<file path="config.mk">
export PLATFORM = sky130hd
export DESIGN_NAME = pc_unit
export DESIGN_NICKNAME = d
export VERILOG_FILES = /design/src/rtl/pc_unit.sv
export SDC_FILE = /design/constraint.sdc
export NUM_CORES = 1
export LEC_CHECK = 0
export BUFFER_PORTS_ARGS = -buffer_cell sky130_fd_sc_hd__buf_2
export CAP_MARGIN = 40
export CORE_AREA = 2 2 87 89
export DETAILED_ROUTE_END_ITERATION = 12
export DIE_AREA = 0 0 89 91
export PLACE_DENSITY = 0.66
export REMOVE_ABC_BUFFERS = 1
export SYNTH_ARGS = -nofsm -noshare
export SYNTH_HDL_FRONTEND = slang
export SYNTH_SLANG_ARGS = --single-unit
export TNS_END_PERCENT = 100
</file>
<file path="constraint.sdc">
create_clock -name clk -period 2.35 [get_ports clk]
set_input_delay 0.1175 -clock clk [delete_from_list [all_inputs] [get_ports clk]]
set_output_delay 0.1175 -clock clk [all_outputs]
set_load 0.02 [all_outputs]
</file>
<file path="src/rtl/pc_unit.sv">
// Program counter with a circular return-address stack (RAS).
// Sequencing, jumps, calls and returns take effect one edge after capture.
module pc_unit #(
    parameter int WIDTH     = 13,
    parameter int STEP      = 1,
    parameter int RESET_VEC = 0,
    parameter int RAS_DEPTH = 4   // legal range 2..16
) (
    input  logic             clk,
    input  logic             rst,
    input  logic             pcWrite,
    input  logic [1:0]       op,
    input  logic [WIDTH-1:0] target,
    output logic [WIDTH-1:0] pc,
    output logic             ras_empty,
    output logic             ras_full,
    output logic             ras_err
);

    localparam int PTR_W = $clog2(RAS_DEPTH);
    localparam int CNT_W = $clog2(RAS_DEPTH + 1);
    localparam logic [PTR_W-1:0] PTR_MAX = PTR_W'(RAS_DEPTH - 1);
    localparam logic [CNT_W-1:0] CNT_MAX = CNT_W'(RAS_DEPTH);

    typedef enum logic [1:0] {
        OP_SEQ  = 2'b00,
        OP_JUMP = 2'b01,
        OP_CALL = 2'b10,
        OP_RET  = 2'b11
    } op_e;

    logic [WIDTH-1:0] pc_q, pc_d;
    logic [PTR_W-1:0] top_q, top_d;
    logic [CNT_W-1:0] cnt_q, cnt_d;
    logic             err_q, err_d;
    logic [WIDTH-1:0] stack_q [RAS_DEPTH];

    logic [WIDTH-1:0] seq_pc;
    logic [PTR_W-1:0] top_inc;
    logic [PTR_W-1:0] top_dec;
    logic             push_en;

    // top_q names the newest entry; the pointer wraps explicitly so any depth works.
    always_comb begin
        seq_pc  = pc_q + WIDTH'(STEP);
        top_inc = (top_q == PTR_MAX) ? '0 : top_q + PTR_W'(1);
        top_dec = (top_q == '0) ? PTR_MAX : top_q - PTR_W'(1);
    end

    always_comb begin
        pc_d    = pc_q;
        top_d   = top_q;
        cnt_d   = cnt_q;
        err_d   = err_q;
        push_en = 1'b0;
        if (pcWrite) begin
            case (op_e'(op))
                OP_SEQ: begin
                    pc_d = seq_pc;
                end
                OP_JUMP: begin
                    pc_d = target;
                end
                OP_CALL: begin
                    // A full stack overwrites its oldest slot, which is the one after top.
                    pc_d    = target;
                    push_en = 1'b1;
                    top_d   = top_inc;
                    if (cnt_q == CNT_MAX) begin
                        err_d = 1'b1;
                    end else begin
                        cnt_d = cnt_q + CNT_W'(1);
                    end
                end
                OP_RET: begin
                    if (cnt_q == '0) begin
                        pc_d  = seq_pc;
                        err_d = 1'b1;
                    end else begin
                        pc_d  = stack_q[top_q];
                        top_d = top_dec;
                        cnt_d = cnt_q - CNT_W'(1);
                    end
                end
                default: begin
                    pc_d = pc_q;
                end
            endcase
        end
    end

    always_ff @(posedge clk or negedge rst) begin
        if (!rst) begin
            pc_q  <= WIDTH'(RESET_VEC);
            top_q <= '0;
            cnt_q <= '0;
            err_q <= 1'b0;
        end else begin
            pc_q  <= pc_d;
            top_q <= top_d;
            cnt_q <= cnt_d;
            err_q <= err_d;
        end
    end

    // Entry storage is not reset: nothing reads it while the count is zero.
    always_ff @(posedge clk) begin
        if (push_en && rst) begin
            stack_q[top_inc] <= seq_pc;
        end
    end

    assign pc        = pc_q;
    assign ras_empty = (cnt_q == '0);
    assign ras_full  = (cnt_q == CNT_MAX);
    assign ras_err   = err_q;

endmodule

</file>
==> metrics.md <==
| Metric | Value |
|---|---|
| Status | `finished clean` |
| Via count | `2073` |
| Buffers on Ports | `33` |
| WL/cell | `18.57 µm` |
| WP data required | `2.56 ns` |
| Vias in the first global route | `2119` |
| Crit path cell chain | `buf_4, mux4_2, a22oi_1, o211ai_1` |
| Share of cells above drive strength 1 | `29.43%` |
| IO Pins | `34` |
| CTS tree | `built` |
| Site row count | `31` |
| Post-place instance area | `0.003740 mm²` |
| Initial Utilization | `47.35%` |
| Hold Crit Class | `input port to flip-flop` |
| Layout Nets | `305` |
| Clk_lat worst skew | `0.34 ns` |
| Final Wtd Congestion | `0.7525` |
| #FFs+latches synth | `71` |
| Post-cts resize count | `0` |
| Placed insts | `364` |
| Die Area | `0.008099 mm²` |
| Gate Count Post-Synth | `230` |
| CP max FO | `15` |
| Leak | `0.001542 µW` |
| Worst Path Arrival | `2.21 ns` |
| Worst rel slew slack | `47.19%` |
| RSZ-0062 raised after global routing | `no` |
| Worst setup path class | `flip-flop to flip-flop` |
| VDD IR max | `0.4711 mV` |
| Distinct cell type count after synthesis | `45` |
| Synth Warn # | `0` |
| Place WS | `0.2614 ns` |
| Commonest non-fill, non-tap cell in the layout | `edfxtp_1` |
| Overall routing resource usage | `19.04%` |
| Post-route ant nets | `0` |
| Worst Setup End Kind | `flip-flop` |
| First-pass iteration count of the detailed router | `4` |
| Delay-heaviest family, CP | `flip-flops` |
| Mapped Avg Cell Area | `14.69 µm²` |
| Worst path max stage delay | `0.86 ns` |
| DP HPWL | `4.998 mm` |
| CTS buffer count | `9` |
| Post-synth EDFFs | `52` |
| Critical path launch point type | `flip-flop` |
| Deepest clock path buffer count | `2` |
| Most frequent cells in the layout | `edfxtp_1, buf_2, dfrtp_1` |
| Worst Path Buf+Inv | `1` |
| CTS H-tree depth | `3` |
| First-pass GRT wire length | `11.16 mm` |
| Die extent in y | `91 µm` |
| Final WL | `7.076 mm` |
| Initial antenna violation count | `0` |
| Post-CTS Hold Fix Bufs | `1` |
| Post-Synthesis Cell Area | `0.003379 mm²` |
| Clock Root Buffer | `clkbuf_8` |
| Clk slew on worst S/H paths | `0.08 ns` |
| Highest Clock Rate | `498.6 MHz` |
| Synth async-reset ratio | `26.76%` |
| Core area | `0.007137 mm²` |
| DIE WIDTH | `89 µm` |
| Fin area | `0.003971 mm²` |
| Max-slew violation count | `0` |
| Area added between synthesis and finish | `17.51%` |
| Clock sink total | `71` |
| Tmin final | `2.006 ns` |
| DRC | `0` |
| P per Cell Area | `1019 mW/mm²` |
| CP max stage cell | `dfrtp_1` |
| ANT cells | `0` |
| Total gr overflow | `0` |
| Non-Filler Instances | `381` |
| Maximum capacitance violations | `0` |
| Setup TNS Final | `0 ns` |
| Post-synthesis sequential area ratio | `60.27%` |
| DRT iter0 DRCs | `120` |
| Dominant synthesized flop cell | `edfxtp_1` |
| Fin worst setup slack | `0.3444 ns` |
| Number of setup buffers added after CTS | `0` |
| Worst Tran Pin Value | `0.7921 ns` |
| Largest net degree at the start of global routing | `20` |
| Worst Skew | `0.009952 ns` |
| Final setup vio count | `0` |
| Final Hold Fails | `0` |
| Fin crit share | `85.34%` |
| Post-DR vias/cell | `5.441` |
[flip-flops by register name (all words and copies together), names as in the netlist]
register / count
top_q: 2
cnt_q: 3
stack_q: 52
ras_err: 1
pc: 13
[per-layer routing]
metal	global-route usage (%)	vias up	share of wire (%)
li1	-	978	-
met1	26.20	1036	44
met2	29.98	51	50
met3	3.364	8	4.1
met4	7.463	0	1.5
met5	0	-	0
[power by group]
part / leakage, µW / internal, µW / switching (µW)
Sequential: 0.000705 / 1580 / 298
Clock: 0.000106 / 621 / 452
Combinational: 0.000730 / 543 / 555
Total: 0.00154 / 2740 / 1300
[worst register-to-register path: stages, from the launching register on]
cell	delay, ns
dfrtp_1	0.86
buf_4	0.26
mux4_2	0.48
a22oi_1	0.16
o211ai_1	0.11
[Yosys cell counts (all sizes together) (5+ instances only)]
cell type | instances | area, µm²
mux4 | 13 | 292.8
a22oi | 5 | 37.54
and2 | 6 | 37.54
edfxtp | 52 | 1562
dfrtp | 19 | 475.5
inv | 12 | 45.04
ha | 9 | 112.6
o21ai | 11 | 58.80
xnor2 | 11 | 96.34
xor2 | 5 | 43.79
buf | 7 | 60.05
nor2 | 11 | 41.29
nand2 | 12 | 45.04
nand3 | 10 | 55.05
a222oi | 6 | 60.06
[final timing paths]
kind / startpoint / to / slack, ns / cells past startpoint
setup / recovery: top_q[0] / pc[0] / 0.34 / 4
hold / removal: target[12] / pc[12] / 0.02 / 3
setup reg to reg: top_q[0] / pc[0] / 0.34 / 4
hold reg to reg: ras_err / ras_err / 0.47 / 1
max in group asynchronous: rst / pc[3] / 1.83 / 3
min in group asynchronous: rst / pc[8] / 0.29 / 3
[cells by family (layout without fill, tap and decap cells)]
logic type / count (synthesis) / in the layout / synth area share (%)
flip-flops: 71 / 71 / 60.27
AND/OR/NAND/NOR: 57 / 57 / 10.14
AO/OA/AOI/OAI: 35 / 35 / 7.738
buffers and inverters: 23 / 75 / 3.591
multiplexers: 18 / 18 / 10.18
XOR/XNOR: 16 / 16 / 4.146
adder cells (fa/ha/maj): 10 / 10 / 3.925
[through the flow]
step	hold WS (ns)	power (µW)	utilization (%)
6_report	0.01546	4047	55.65
5_1_grt	0.009988	4275	55.65
4_1_cts	0.009596	4080	55.65
3_5_place_dp	0.1438	3011	52.40
3_3_place_gp	0.1365	2979	52.40
2_1_floorplan	-0.1781	2601	-
[cell type report]
| type | instances | area [µm²] |
|---|---|---|
| clock inverters | 6 | 83.83 |
| clock buffers | 10 | 137.6 |
| repair buffers | 47 | 322.8 |
| inverters | 12 | 45.04 |
| flip-flops and latches | 71 | 2037 |
| fillers | 624 | 3166 |
| well taps | 99 | 123.9 |
| multi-input cells | 136 | 1221 |
Note: power is estimated with default switching activity, not from simulation.
